--- src/rtl/cal_trg_if.sv ---
// Signal bundle between a calibration host and the calibration trigger generator.
// The host drives the configuration and START; the generator returns strobes and status.
interface cal_trg_if;
  logic       CMODE;
  logic       CALTRGSEL;
  logic       START;
  logic [5:0] STRIP_MASK;
  logic [5:0] L1LATNCY;
  logic [1:0] XL1ADLY;
  logic [7:0] NPULSE;
  logic [7:0] GAPDLY;
  logic [5:0] CSTRIP;
  logic       CGTRG;
  logic       BUSY;
  logic       DONE;
  logic [7:0] PCNT;

  modport master (
    output CMODE, CALTRGSEL, START, STRIP_MASK, L1LATNCY, XL1ADLY, NPULSE, GAPDLY,
    input  CSTRIP, CGTRG, BUSY, DONE, PCNT
  );

  modport slave (
    input  CMODE, CALTRGSEL, START, STRIP_MASK, L1LATNCY, XL1ADLY, NPULSE, GAPDLY,
    output CSTRIP, CGTRG, BUSY, DONE, PCNT
  );
endinterface

--- src/rtl/cal_trg_gen.sv ---
// Calibration trigger generator: issues bursts of LCT/L1A strobe pairs with a
// programmable LCT-to-L1A latency and a minimum-bounded gap between pairs.
//
// state | meaning
// IDLE  | waiting for START with the generator enabled
// LCT   | CSTRIP carries the captured strip mask for one cycle
// WAIT  | LCT-to-L1A latency countdown (D-1 cycles)
// L1A   | CGTRG high for one cycle, pair counted
// GAP   | spacing countdown before the next LCT (G cycles)
// FIN   | DONE pulse, then back to IDLE
module cal_trg_gen #(
  parameter int MIN_GAP = 4
) (
  input  logic      CLK,
  input  logic      RST,
  cal_trg_if.slave  bus
);

  typedef enum logic [2:0] {
    S_IDLE = 3'd0,
    S_LCT  = 3'd1,
    S_WAIT = 3'd2,
    S_L1A  = 3'd3,
    S_GAP  = 3'd4,
    S_FIN  = 3'd5
  } state_t;

  localparam logic [7:0] MIN_GAP_W = 8'(MIN_GAP);

  state_t     state_q, state_d;
  logic [5:0] mask_q, mask_d;
  logic [7:0] npulse_q, npulse_d;
  logic [7:0] dly_q, dly_d;
  logic [7:0] gap_q, gap_d;
  logic [7:0] cnt_q, cnt_d;
  logic [7:0] pcnt_q, pcnt_d;
  logic [5:0] cstrip_q, cstrip_d;
  logic       cgtrg_q, cgtrg_d;
  logic       busy_q, busy_d;
  logic       done_q, done_d;

  logic       en;
  logic       accept;
  logic [7:0] dly_raw;
  logic [7:0] dly_eff;
  logic [7:0] gap_max;
  logic [7:0] gap_eff;

  assign en      = bus.CMODE & bus.CALTRGSEL;
  assign accept  = (state_q == S_IDLE) && en && bus.START;

  // Latency is at most 63 + 48 = 111, so 8 bits never overflow.
  assign dly_raw = {2'b00, bus.L1LATNCY} + {2'b00, bus.XL1ADLY, 4'b0000};
  assign dly_eff = (dly_raw < 8'd2) ? 8'd2 : dly_raw;
  assign gap_max = (bus.GAPDLY > MIN_GAP_W) ? bus.GAPDLY : MIN_GAP_W;
  assign gap_eff = (gap_max == 8'd0) ? 8'd1 : gap_max;

  always_ff @(posedge CLK) begin
    if (RST) begin
      state_q  <= S_IDLE;
      mask_q   <= 6'h00;
      npulse_q <= 8'h00;
      dly_q    <= 8'h00;
      gap_q    <= 8'h00;
      cnt_q    <= 8'h00;
      pcnt_q   <= 8'h00;
      cstrip_q <= 6'h00;
      cgtrg_q  <= 1'b0;
      busy_q   <= 1'b0;
      done_q   <= 1'b0;
    end else begin
      state_q  <= state_d;
      mask_q   <= mask_d;
      npulse_q <= npulse_d;
      dly_q    <= dly_d;
      gap_q    <= gap_d;
      cnt_q    <= cnt_d;
      pcnt_q   <= pcnt_d;
      cstrip_q <= cstrip_d;
      cgtrg_q  <= cgtrg_d;
      busy_q   <= busy_d;
      done_q   <= done_d;
    end
  end

  always_comb begin
    state_d = state_q;
    unique case (state_q)
      S_IDLE: begin
        if (accept) begin
          state_d = (bus.NPULSE == 8'd0) ? S_FIN : S_LCT;
        end
      end
      S_LCT:  state_d = S_WAIT;
      S_WAIT: begin
        if (cnt_q <= 8'd1) begin
          state_d = S_L1A;
        end
      end
      S_L1A:  state_d = (pcnt_q == npulse_q) ? S_FIN : S_GAP;
      S_GAP: begin
        if (cnt_q <= 8'd1) begin
          state_d = S_LCT;
        end
      end
      S_FIN:  state_d = S_IDLE;
      default: state_d = S_IDLE;
    endcase
    // Losing the enable aborts the burst from any active state.
    if ((state_q != S_IDLE) && !en) begin
      state_d = S_IDLE;
    end
  end

  // Outputs are registered: their next values are derived from the next state.
  always_comb begin
    mask_d   = mask_q;
    npulse_d = npulse_q;
    dly_d    = dly_q;
    gap_d    = gap_q;
    cnt_d    = cnt_q;
    pcnt_d   = pcnt_q;
    cstrip_d = 6'h00;
    cgtrg_d  = 1'b0;
    busy_d   = (state_d != S_IDLE);
    done_d   = (state_d == S_FIN);

    if (accept) begin
      mask_d   = bus.STRIP_MASK;
      npulse_d = bus.NPULSE;
      dly_d    = dly_eff;
      gap_d    = gap_eff;
      pcnt_d   = 8'h00;
    end

    if (state_d == S_LCT) begin
      cstrip_d = (state_q == S_IDLE) ? bus.STRIP_MASK : mask_q;
    end

    if (state_d == S_L1A) begin
      cgtrg_d = 1'b1;
      pcnt_d  = (pcnt_q == 8'hFF) ? pcnt_q : pcnt_q + 8'd1;
    end

    if ((state_q == S_LCT) && (state_d == S_WAIT)) begin
      cnt_d = dly_q - 8'd1;
    end else if ((state_q == S_L1A) && (state_d == S_GAP)) begin
      cnt_d = gap_q;
    end else if (((state_q == S_WAIT) || (state_q == S_GAP)) && (cnt_q > 8'd1)) begin
      cnt_d = cnt_q - 8'd1;
    end
  end

  assign bus.CSTRIP = cstrip_q;
  assign bus.CGTRG  = cgtrg_q;
  assign bus.BUSY   = busy_q;
  assign bus.DONE   = done_q;
  assign bus.PCNT   = pcnt_q;

endmodule
--- src/flat_wrapper.sv ---
// flat-port wrapper written by rule: the top's interface ports become plain ports
module cal_trg_gen_flat 
#(
  parameter int MIN_GAP = 4
)
  (CLK, RST, bus_CMODE, bus_CALTRGSEL, bus_START, bus_STRIP_MASK, bus_L1LATNCY, bus_XL1ADLY, bus_NPULSE, bus_GAPDLY, bus_CSTRIP, bus_CGTRG, bus_BUSY, bus_DONE, bus_PCNT);
  cal_trg_if bus_i ();
  input  logic CLK;
  input  logic RST;
  input wire logic [$bits(bus_i.CMODE)-1:0] bus_CMODE;
  input wire logic [$bits(bus_i.CALTRGSEL)-1:0] bus_CALTRGSEL;
  input wire logic [$bits(bus_i.START)-1:0] bus_START;
  input wire logic [$bits(bus_i.STRIP_MASK)-1:0] bus_STRIP_MASK;
  input wire logic [$bits(bus_i.L1LATNCY)-1:0] bus_L1LATNCY;
  input wire logic [$bits(bus_i.XL1ADLY)-1:0] bus_XL1ADLY;
  input wire logic [$bits(bus_i.NPULSE)-1:0] bus_NPULSE;
  input wire logic [$bits(bus_i.GAPDLY)-1:0] bus_GAPDLY;
  output wire logic [$bits(bus_i.CSTRIP)-1:0] bus_CSTRIP;
  output wire logic [$bits(bus_i.CGTRG)-1:0] bus_CGTRG;
  output wire logic [$bits(bus_i.BUSY)-1:0] bus_BUSY;
  output wire logic [$bits(bus_i.DONE)-1:0] bus_DONE;
  output wire logic [$bits(bus_i.PCNT)-1:0] bus_PCNT;
  assign bus_i.CMODE = bus_CMODE;
  assign bus_i.CALTRGSEL = bus_CALTRGSEL;
  assign bus_i.START = bus_START;
  assign bus_i.STRIP_MASK = bus_STRIP_MASK;
  assign bus_i.L1LATNCY = bus_L1LATNCY;
  assign bus_i.XL1ADLY = bus_XL1ADLY;
  assign bus_i.NPULSE = bus_NPULSE;
  assign bus_i.GAPDLY = bus_GAPDLY;
  assign bus_CSTRIP = bus_i.CSTRIP;
  assign bus_CGTRG = bus_i.CGTRG;
  assign bus_BUSY = bus_i.BUSY;
  assign bus_DONE = bus_i.DONE;
  assign bus_PCNT = bus_i.PCNT;
  cal_trg_gen #(.MIN_GAP(MIN_GAP)) u_core (.CLK(CLK), .RST(RST), .bus(bus_i));
endmodule
--- config.mk ---
export PLATFORM = sky130hd
export DESIGN_NAME = cal_trg_gen_flat
export DESIGN_NICKNAME = d
export VERILOG_FILES = /design/src/rtl/cal_trg_if.sv /design/src/rtl/cal_trg_gen.sv /design/src/flat_wrapper.sv
export SDC_FILE = /design/constraint.sdc
export NUM_CORES = 1
export LEC_CHECK = 0
export CAP_MARGIN = 40
export CORE_UTILIZATION = 50
export CTS_BUF_LIST = sky130_fd_sc_hd__clkbuf_4 sky130_fd_sc_hd__clkbuf_8
export DETAILED_ROUTE_END_ITERATION = 8
export PLACE_DENSITY = 0.76
export SYNTH_ARGS = -nofsm -noshare
export SYNTH_HDL_FRONTEND = slang
export SYNTH_SLANG_ARGS = --single-unit
--- constraint.sdc ---
create_clock -name CLK -period 4.6 [get_ports CLK]
set_input_delay 0.46 -clock CLK [delete_from_list [all_inputs] [get_ports CLK]]
set_output_delay 0.46 -clock CLK [all_outputs]
set_load 0.02 [all_outputs]
# Yosys cells after proc, flatten, opt, wreduce, memory -nomap -nowiden
# Cells that the tools add are included.
# word_totals
register_bits,58
input_bits,35
out_inout_bits,17
elab_cells,68
# op_classes
n_addsub,4
magnitude_cmp,4
n_eq_ne,12
muxes,18
bitwise,2
reduce_logical,17
# ops
cell,n
2-to-1 mux 8 bit,9
logical NOT 8 bit,2
"subtractor 8 x 1 -> 8 bit, second input constant",2
2-to-1 mux 3 bit,5
one-hot mux 3 bit (5 select lines),1
"== test 3 x 2 -> 1 bit, second input constant",4
"== test 3 bit, second input constant",3
nonzero test 3 bit,3
"adder 8 x 1 -> 8 bit, second input constant",1
== test 8 bit,1
"== test 8 bit, second input constant",1
"greater-than comparator 8 x 1 -> 1 bit, second input constant",1
"greater-than comparator 8 x 3 -> 1 bit, second input constant",1
"less-or-equal comparator 8 x 1 -> 1 bit, second input constant",1
"< comparator 8 x 2 -> 1 bit, second input constant",1
adder 6 x 6 -> 7 bit,1
"== test 3 x 1 -> 1 bit, second input constant",2
logical AND 1 bit,6
2-to-1 mux 6 bit,1
logical NOT 3 bit,1
2-to-1 mux 1 bit,2
"!= test 2 bit, second input constant",1
AND reduction 2 bit,1
nonzero test 2 bit,1
5 further kinds,5

# Logic depth before layout (Yosys ltp)
# Gate-level depths: netlist of the first run.
# depth
ltp_word,10
mapped_depth,8
ltp_nobuf,7

# Worst setup path after synthesis of the first run
# No wires, ideal clock.
# synth_timing
path_kind,flip-flop to flip-flop
from,register u_core.cnt_q[2]
to,register u_core.cnt_q[1]
setup_ps,119
t_arrival_ps,2015
required_ps,4481
slack_ps,2467
path_stages_with_launch,6
path_buffers,0
period_less_slack_ps,2133
path_cell_list,dfxtp_1 > or4_4 > or4_4 > a21oi_1 > nand2_1 > o221a_2
# synth_via
elab_chain_len,8
elab_cells_between_ends,14
classes_between,2 x order compare; 2 x eq/ne; 6 x mux; 4 x reduce/logical
# synth_lines
element,line,rtl
from (decl),cal_trg_gen.sv:35,"logic [7:0] cnt_q, cnt_d;"
from (signal assigned),cal_trg_gen.sv:77,cnt_q <= cnt_d;
less-or-equal comparator 8 x 1 -> 1 bit,"cal_trg_gen.sv:96, cal_trg_gen.sv:102",
2-to-1 mux 3 bit (on tied branches),"cal_trg_gen.sv:102, cal_trg_gen.sv:96",
one-hot mux 3 bit (5 select lines),cal_trg_gen.sv:88,unique case (state_q)
2-to-1 mux 3 bit,cal_trg_gen.sv:110,if ((state_q != S_IDLE) && !en) begin
== test 3 bit,cal_trg_gen.sv:147,end else if ((state_q == S_L1A) && (state_d == S_GAP)) begin
logical AND 1 bit,cal_trg_gen.sv:147,
2-to-1 mux 8 bit,cal_trg_gen.sv:147,
2-to-1 mux 8 bit,cal_trg_gen.sv:145,if ((state_q == S_LCT) && (state_d == S_WAIT)) begin
# Parallel ways exist; a longest one is shown, timed or not.
# A chain may end at the register's enable or synchronous reset.

# Final worst setup path of the first run
# Ends and elaborated chain as after synthesis.

==> flow_summary.html, run 1 <==
<table>
<tr><th>Metric</th><th>Value</th></tr>
<tr><th colspan="2">Status</th></tr>
<tr><td>Run status</td><td>completed</td></tr>
<tr><th colspan="2">Global routing</th></tr>
<tr><td>Via count of the first global-routing pass</td><td>2553</td></tr>
<tr><td>Antenna violations before repair</td><td>0</td></tr>
<tr><td>All-layer global routing usage</td><td>26.3%</td></tr>
<tr><td>Overflow left after global routing</td><td>0</td></tr>
<tr><td>Pin count of the biggest net entering global routing</td><td>41</td></tr>
<tr><td>Wire length of the first global-routing pass</td><td>12.3 mm</td></tr>
<tr><th colspan="2">STA</th></tr>
<tr><td>Measured slew at the worst slew-check pin</td><td>659 ps</td></tr>
<tr><td>Setup tns final</td><td>0 ps</td></tr>
<tr><td>Setup Skew</td><td>4.13 ps</td></tr>
<tr><td>Fin. Hold Viols</td><td>0</td></tr>
<tr><td>Fin crit period</td><td>2380 ps</td></tr>
<tr><td>Slew margin rel.</td><td>55.8%</td></tr>
<tr><td>Final period utilization</td><td>51.8%</td></tr>
<tr><td>RSZ-0062 raised after global routing</td><td>false</td></tr>
<tr><td>Achievable frequency</td><td>0.419 GHz</td></tr>
<tr><td>Number of pins exceeding their max-slew limit in the final report</td><td>0</td></tr>
<tr><td>Final count of negative-setup-slack endpoints</td><td>0</td></tr>
<tr><th colspan="2">Setup path</th></tr>
<tr><td>Worst setup EP type</td><td>register</td></tr>
<tr><td>WS Path Type</td><td>register to register</td></tr>
<tr><td>Worst Path Max Fanout</td><td>7</td></tr>
<tr><td>Data required time at the worst endpoint</td><td>4830 ps</td></tr>
<tr><td>Data arrival time of the critical path</td><td>2610 ps</td></tr>
<tr><td>Critical path, cell by cell</td><td>or4_4 -&gt; or4_4 -&gt; a21oi_1 -&gt; nand2_1 -&gt; o221a_2</td></tr>
<tr><td>Worst path slowest cell</td><td>or4_4</td></tr>
<tr><td>Most frequent CP cell</td><td>or4_4</td></tr>
<tr><td>Crit-path max cell delay</td><td>610 ps</td></tr>
<tr><td>Element type at the critical path start</td><td>register</td></tr>
<tr><td>R2R cell count</td><td>5</td></tr>
<tr><th colspan="2">Power and ir drop</th></tr>
<tr><td>Leakage power</td><td>1.41 nW</td></tr>
<tr><td>Power consumption</td><td>1.15 mW</td></tr>
<tr><td>Pwr per Cell Area</td><td>314 nW/um2</td></tr>
<tr><td>Max IR drop VDD</td><td>0.202 mV</td></tr>
<tr><th colspan="2">Synthesis</th></tr>
<tr><td>Dominant combinational cell family by area after synthesis</td><td>simple AND/OR/NAND/NOR gates</td></tr>
<tr><td>Flop and latch count out of synthesis</td><td>57</td></tr>
<tr><td>Post-synthesis simple-gate area fraction</td><td>26.2%</td></tr>
<tr><td>Fraction of the mapped netlist area in adder cells</td><td>2.89%</td></tr>
<tr><td>Synthesized instance count</td><td>350</td></tr>
<tr><td>Yosys top cell area share</td><td>39.9%</td></tr>
<tr><td>Yosys warns</td><td>0</td></tr>
<tr><td>Net count after synthesis</td><td>391</td></tr>
<tr><td>Parity-gate share of the synthesized area counting xor and xnor cells</td><td>7.05%</td></tr>
<tr><td>Cell type with the highest aggregate area in the netlist</td><td>dfxtp_1</td></tr>
<tr><td>Post-synthesis mux area share</td><td>2.84%</td></tr>
<tr><td>Compound-Gate Fraction of Synth Area</td><td>16.8%</td></tr>
<tr><td>Sequential element share of the synthesized area</td><td>39.9%</td></tr>
<tr><td>Combined area of all synthesized cells</td><td>2860 um2</td></tr>
<tr><td>Syn avg cell area</td><td>8.17 um2</td></tr>
<tr><td>Count of unique library cells instantiated by Yosys</td><td>51</td></tr>
<tr><td>Top area cells in the synthesized netlist</td><td>dfxtp_1, nand2_1, a21oi_1</td></tr>
<tr><th colspan="2">Final layout</th></tr>
<tr><td>N_diodes</td><td>0</td></tr>
<tr><td>Number of inserted filler cells in the final layout</td><td>478</td></tr>
<tr><td>Final layout net count</td><td>439</td></tr>
<tr><td>Leading cell type in the layout, fill and taps excluded</td><td>nand2_1</td></tr>
<tr><td>Share of the core filled with cells</td><td>66.3%</td></tr>
<tr><td>Non-filler cells, final</td><td>475</td></tr>
<tr><td>Share of cells above drive strength 1</td><td>7.20%</td></tr>
<tr><td>Top library cells by usage in the layout, fill and taps aside</td><td>nand2_1, dfxtp_1, clkdlybuf4s50_1, a21oi_1, nor2_1</td></tr>
<tr><td>Synthesis-to-layout area growth</td><td>27.8%</td></tr>
<tr><th colspan="2">Detailed routing</th></tr>
<tr><td>Final ANT Viol Nets</td><td>0</td></tr>
<tr><td>Wire length reported by the detailed router</td><td>7.27 mm</td></tr>
<tr><td>Count of routing violations after the opening detailed-route iteration</td><td>233</td></tr>
<tr><td>Detailed-routing iteration count for the pre-antenna-repair pass</td><td>4</td></tr>
<tr><td>DR vias</td><td>2706</td></tr>
<tr><td>Detail-routed via count per cell</td><td>5.70</td></tr>
<tr><td>Remaining design rule violation count</td><td>0</td></tr>
<tr><td>Detail-routed net length per standard cell</td><td>15.3 um</td></tr>
<tr><th colspan="2">Clock tree</th></tr>
<tr><td># H-tree levels</td><td>3</td></tr>
<tr><td>Later-pin clock latency in the skew report</td><td>330 ps</td></tr>
<tr><td>Number of buffers inserted during clock tree synthesis</td><td>9</td></tr>
<tr><td>Root buf cell</td><td>clkbuf_8</td></tr>
<tr><td>Post-CTS Repair Setup Buffers</td><td>0</td></tr>
<tr><td>Number of gates given a new drive strength after cts</td><td>0</td></tr>
<tr><td>Number of clock sinks seen by CTS</td><td>57</td></tr>
<tr><td>Hold buffers post-CTS</td><td>0</td></tr>
<tr><td>Buffer levels on the longest clock path</td><td>2</td></tr>
<tr><td>Clock tree from TritonCTS</td><td>yes</td></tr>
<tr><td>Clock transition at the registers of the reported paths</td><td>60 ps</td></tr>
<tr><th colspan="2">Die</th></tr>
<tr><td>Area enclosed by the die boundary</td><td>6020 um2</td></tr>
<tr><td>Starting density of the core</td><td>51.9%</td></tr>
<tr><td>Core Rows</td><td>27</td></tr>
<tr><td>Y dimension of the die</td><td>77.6 um</td></tr>
<tr><td>Number of top-level design ports</td><td>52</td></tr>
<tr><td>Core Box Area</td><td>5510 um2</td></tr>
<tr><td>Overall die width</td><td>77.6 um</td></tr>
<tr><th colspan="2">Placed design</th></tr>
<tr><td>Gp weighted congestion</td><td>0.841</td></tr>
<tr><td>Count of input and output buffers</td><td>51</td></tr>
<tr><td>DP Cell Count</td><td>459</td></tr>
<tr><td>DP HPWL</td><td>5.06 mm</td></tr>
<tr><th colspan="2">Min path</th></tr>
<tr><td>Worst Hold Path Cells</td><td>2</td></tr>
<tr><td>Min-Delay Path Class</td><td>register to register</td></tr>
<tr><th colspan="2">Flow run</th></tr>
<tr><td>Number of maximum-capacitance constraint violations</td><td>0</td></tr>
</table>
-- Yosys cell counts, drive strengths merged --
library cell / number
and3: 4
fa: 1
nand4: 9
mux2i: 7
or4: 5
clkbuf: 14
o221a: 1
a221oi: 1
o211a: 1
nor2b: 1
a21bo: 1
and3b: 2
nor3b: 1
o21ai: 4
nand3b: 3
a22oi: 1
a21o: 1
or3: 2
ha: 5
o31ai: 8
o211ai: 4
o21a: 2
nor2: 19
nor3: 14
o221ai: 1
nor4: 6
a21oi: 29
inv: 15
xnor2: 12
a211oi: 5
nand2b: 3
mux2: 1
dfxtp: 57
a31oi: 6
and4: 1
and2: 3
o22ai: 1
a32oi: 2
a41oi: 3
o32ai: 1
xor2: 11
nand2: 64
nand3: 14
buf: 4
-- layout make-up --
cell class                      instances  area, um2  share of cell area, %
Multi-Input combinational cell        260       1590                   43.6
Sequential cell                        57       1140                   31.2
Timing Repair Buffer                   55        558                   15.3
Clock buffer                           14        180                   4.93
Tap cell                               72       90.1                   2.47
Inverter                               15       56.3                   1.54
Clock inverter                          2       35.0                  0.959
-- flip-flops by register name, summed over array words and instances (netlist names) --
| register | cells |
|---|---|
| u_core.bus.BUSY | 1 |
| u_core.bus.CSTRIP | 6 |
| u_core.gap_q | 8 |
| u_core.dly_q | 7 |
| u_core.state_q | 3 |
| u_core.cnt_q | 8 |
| u_core.npulse_q | 8 |
| u_core.bus.PCNT | 8 |
| u_core.bus.DONE | 1 |
| u_core.bus.CGTRG | 1 |
| u_core.mask_q | 6 |
-- critical path, delay by kind of cell (launching register included) --
kind	cells	cell delay (ps)
AND/OR/NAND/NOR	3	1360
AO/OA/AOI/OAI	2	550
flip-flops	1	370
-- power by group --
| group | leakage (nW) | internal (mW) | switching (mW) |
|---|---|---|---|
| Combinational | 0.837 | 0.0645 | 0.0644 |
| Clock | 0.114 | 0.306 | 0.196 |
| Sequential | 0.462 | 0.506 | 0.00956 |
| Total | 1.41 | 0.876 | 0.270 |
-- kinds of logic after synthesis --
kind of cell / after synthesis
buffers and inverters: 33
AO/OA/AOI/OAI: 72
multiplexers: 8
flip-flops: 57
adder cells (fa/ha/maj): 6
XOR/XNOR: 23
AND/OR/NAND/NOR: 151
-- per-layer routing --
metal	share of wire [%]	track usage, %	wire length, um
met3	7.6	5.88	553
met5	0	0	0
met4	1.5	11.9	110
met1	44	34.8	3210
met2	47	40.8	3400
-- path summary, 6_finish.rpt --
path	endpoint	slack, ps	from
max reg2reg	u_core.cnt_q[1]	2220	u_core.cnt_q[2]
min reg2reg	u_core.gap_q[0]	460	u_core.gap_q[0]
min	u_core.gap_q[0]	460	u_core.gap_q[0]
max	u_core.cnt_q[1]	2220	u_core.cnt_q[2]
-- metrics by stage --
step	cell area, um2	setup WS, ps	hold slack [ps]
after CTS	3650	2250	456
after floorplan	2860	2470	429
after global routing	3650	2090	476
final	3650	2220	456
after global placement	3410	1750	444
after detailed placement	3440	1970	447
(Power assumes the default switching activity.)
==> run 2: changes to the inputs <==
- clock period: 4.6 -> 2.4 ns (I/O delays scaled with it)
==> flow_summary.html, run 2 (same netlist as run 1, synthesis figures left out) <==
<table>
<tr><th>Metric</th><th>Value</th></tr>
<tr><th colspan="2">STA</th></tr>
<tr><td>Achievable frequency</td><td>0.437 GHz</td></tr>
<tr><td>PnR worst setup slack</td><td>112 ps</td></tr>
<tr><td>Number of pins exceeding their max-slew limit in the final report</td><td>0</td></tr>
<tr><td>Measured slew at the worst slew-check pin</td><td>444 ps</td></tr>
<tr><td>Final period utilization</td><td>95.3%</td></tr>
<tr><td>Fin. Hold Viols</td><td>0</td></tr>
<tr><td>RSZ-0062 raised after global routing</td><td>false</td></tr>
<tr><td>Fin crit period</td><td>2290 ps</td></tr>
<tr><td>Final count of negative-setup-slack endpoints</td><td>0</td></tr>
<tr><td>Setup Skew</td><td>3.90 ps</td></tr>
<tr><td>Tightest hold margin</td><td>460 ps</td></tr>
<tr><td>Slew margin rel.</td><td>70.4%</td></tr>
<tr><td>Setup tns final</td><td>0 ps</td></tr>
<tr><th colspan="2">Global routing</th></tr>
<tr><td>Overflow left after global routing</td><td>0</td></tr>
<tr><td>Antenna violations before repair</td><td>0</td></tr>
<tr><td>Wire length of the first global-routing pass</td><td>12.2 mm</td></tr>
<tr><td>Via count of the first global-routing pass</td><td>2590</td></tr>
<tr><td>Pin count of the biggest net entering global routing</td><td>39</td></tr>
<tr><td>All-layer global routing usage</td><td>26.1%</td></tr>
<tr><th colspan="2">Detailed routing</th></tr>
<tr><td>DR vias</td><td>2807</td></tr>
<tr><td>Wire length reported by the detailed router</td><td>7.36 mm</td></tr>
<tr><td>Detailed-routing iteration count for the pre-antenna-repair pass</td><td>5</td></tr>
<tr><td>Detail-routed via count per cell</td><td>5.74</td></tr>
<tr><td>Count of routing violations after the opening detailed-route iteration</td><td>201</td></tr>
<tr><td>Remaining design rule violation count</td><td>0</td></tr>
<tr><td>Detail-routed net length per standard cell</td><td>15.1 um</td></tr>
<tr><td>Final ANT Viol Nets</td><td>0</td></tr>
<tr><th colspan="2">Power and ir drop</th></tr>
<tr><td>Sw frac</td><td>25.1%</td></tr>
<tr><td>Max IR drop VDD</td><td>0.370 mV</td></tr>
<tr><td>Power consumption</td><td>2.06 mW</td></tr>
<tr><td>Pwr per Cell Area</td><td>557 nW/um2</td></tr>
<tr><td>Clock share of power</td><td>39.9%</td></tr>
<tr><td>Power share of the sequential group</td><td>47.8%</td></tr>
<tr><td>Power Internal</td><td>1.55 mW</td></tr>
<tr><td>Sw power</td><td>0.517 mW</td></tr>
<tr><td>Combinational Power Share</td><td>12.3%</td></tr>
<tr><td>Leakage power</td><td>1.46 nW</td></tr>
<tr><th colspan="2">Clock tree</th></tr>
<tr><td>Hold buffers post-CTS</td><td>0</td></tr>
<tr><td>Buffer levels on the longest clock path</td><td>2</td></tr>
<tr><td>Clock transition at the registers of the reported paths</td><td>60 ps</td></tr>
<tr><td>Later-pin clock latency in the skew report</td><td>340 ps</td></tr>
<tr><td>Post-CTS Repair Setup Buffers</td><td>0</td></tr>
<tr><td>Number of buffers inserted during clock tree synthesis</td><td>9</td></tr>
<tr><td>Number of clock sinks seen by CTS</td><td>57</td></tr>
<tr><td>Root buf cell</td><td>clkbuf_8</td></tr>
<tr><td>Clock tree from TritonCTS</td><td>yes</td></tr>
<tr><td>Number of gates given a new drive strength after cts</td><td>0</td></tr>
<tr><td># H-tree levels</td><td>3</td></tr>
<tr><th colspan="2">Min path</th></tr>
<tr><td>Min-Delay Path Class</td><td>register to register</td></tr>
<tr><th colspan="2">Setup path</th></tr>
<tr><td>WS Path Type</td><td>register to register</td></tr>
<tr><td>Worst setup EP type</td><td>register</td></tr>
<tr><td>Critical path, cell by cell</td><td>or4_4 -&gt; or4_4 -&gt; a21oi_1 -&gt; nand2_1 -&gt; o221a_2</td></tr>
<tr><td>Most frequent CP cell</td><td>or4_4</td></tr>
<tr><td>Data arrival time of the critical path</td><td>2520 ps</td></tr>
<tr><td>Worst path slowest cell</td><td>or4_4</td></tr>
<tr><td>Crit-path max cell delay</td><td>560 ps</td></tr>
<tr><td>Data required time at the worst endpoint</td><td>2630 ps</td></tr>
<tr><td>Worst Path Max Fanout</td><td>7</td></tr>
<tr><td>Element type at the critical path start</td><td>register</td></tr>
<tr><th colspan="2">Placed design</th></tr>
<tr><td>Gp weighted congestion</td><td>0.963</td></tr>
<tr><td>Count of input and output buffers</td><td>51</td></tr>
<tr><td>Standard cell area after detailed placement</td><td>3530 um2</td></tr>
<tr><td>DP HPWL</td><td>5.34 mm</td></tr>
<tr><td>Placement Setup Slack</td><td>51.8 ps</td></tr>
<tr><th colspan="2">Die</th></tr>
<tr><td>Starting density of the core</td><td>51.9%</td></tr>
<tr><td>Area enclosed by the die boundary</td><td>6020 um2</td></tr>
<tr><td>Core Rows</td><td>27</td></tr>
<tr><td>Overall die width</td><td>77.6 um</td></tr>
<tr><td>Core Box Area</td><td>5510 um2</td></tr>
<tr><td>Y dimension of the die</td><td>77.6 um</td></tr>
<tr><td>Number of top-level design ports</td><td>52</td></tr>
<tr><th colspan="2">Final layout</th></tr>
<tr><td>Synthesis-to-layout area growth</td><td>29.7%</td></tr>
<tr><td>Final standard cell area without fillers</td><td>3710 um2</td></tr>
<tr><td>Top library cells by usage in the layout, fill and taps aside</td><td>nand2_1, dfxtp_1, clkdlybuf4s50_1, a21oi_1, nor2_1</td></tr>
<tr><td>Final layout net count</td><td>453</td></tr>
<tr><td>Share of cells above drive strength 1</td><td>10.3%</td></tr>
<tr><td>N_diodes</td><td>0</td></tr>
<tr><td>Leading cell type in the layout, fill and taps excluded</td><td>nand2_1</td></tr>
<tr><th colspan="2">Flow run</th></tr>
<tr><td>Number of maximum-capacitance constraint violations</td><td>0</td></tr>
<tr><th colspan="2">Status</th></tr>
<tr><td>Run status</td><td>completed</td></tr>
</table>
[run 2: changes by cell type in the layout (fill, tap and decap cells not counted), sizes merged]
cell	previous run	this run
buf	4	18
clkinv	1	3
bufinv	1	0
clkbuf	14	13
[run 2: stage by stage]
| stage | std cells | utilization (%) |
|---|---|---|
| after floorplan | 350 | - |
| after global placement | 473 | 64.0 |
| after detailed placement | 473 | 64.0 |
| after CTS | 489 | 67.3 |
| after global routing | 489 | 67.3 |
| final | 489 | 67.3 |
[run 2: worst paths after layout]
check	slack [ps]	end	cells after the start	from
setup / recovery	110	u_core.cnt_q[1]	5	u_core.cnt_q[3]
setup reg to reg	110	u_core.cnt_q[1]	5	u_core.cnt_q[3]
hold / removal	460	u_core.gap_q[0]	2	u_core.gap_q[0]
hold reg to reg	460	u_core.gap_q[0]	2	u_core.gap_q[0]
[run 2: routing by layer]
metal	global-route usage, %	up-vias	part of all wire (%)
li1	-	1369	-
met1	35.4	1321	47
met2	40.0	102	45
met3	4.82	15	5.6
met4	11.9	0	2.1
met5	0	-	0
[run 2: worst max-delay path, delay by kind of cell, from the launching register on]
family	cells	cell delay, ps
flip-flops	1	340
AO/OA/AOI/OAI	2	520
AND/OR/NAND/NOR	3	1310
[run 2: final cells by class]
| type | instances | area [um2] |
|---|---|---|
| Clock inverter | 3 | 15.0 |
| Inverter | 15 | 56.3 |
| Multi-Input combinational cell | 260 | 1590 |
| Clock buffer | 13 | 166 |
| Sequential cell | 57 | 1140 |
| Tap cell | 72 | 90.1 |
| Timing Repair Buffer | 69 | 646 |
| Fill cell | 482 | 1800 |
[run 2: power by group through the flow]
stage / Clock [mW] / Combinational (mW) / Sequential, mW
after floorplan: 0 / 0.141 / 1.01
after global placement: 0 / 0.248 / 1.01
after detailed placement: 0 / 0.252 / 1.01
after CTS: 0.828 / 0.254 / 0.987
after global routing: 0.872 / 0.279 / 0.989
final: 0.823 / 0.254 / 0.987
==> run 3: changes to the inputs <==
- CAP_MARGIN: 40 -> 20
==> results of run 3 <==
Same layout as run 2: the final DEF is identical, and so are final timing and power.
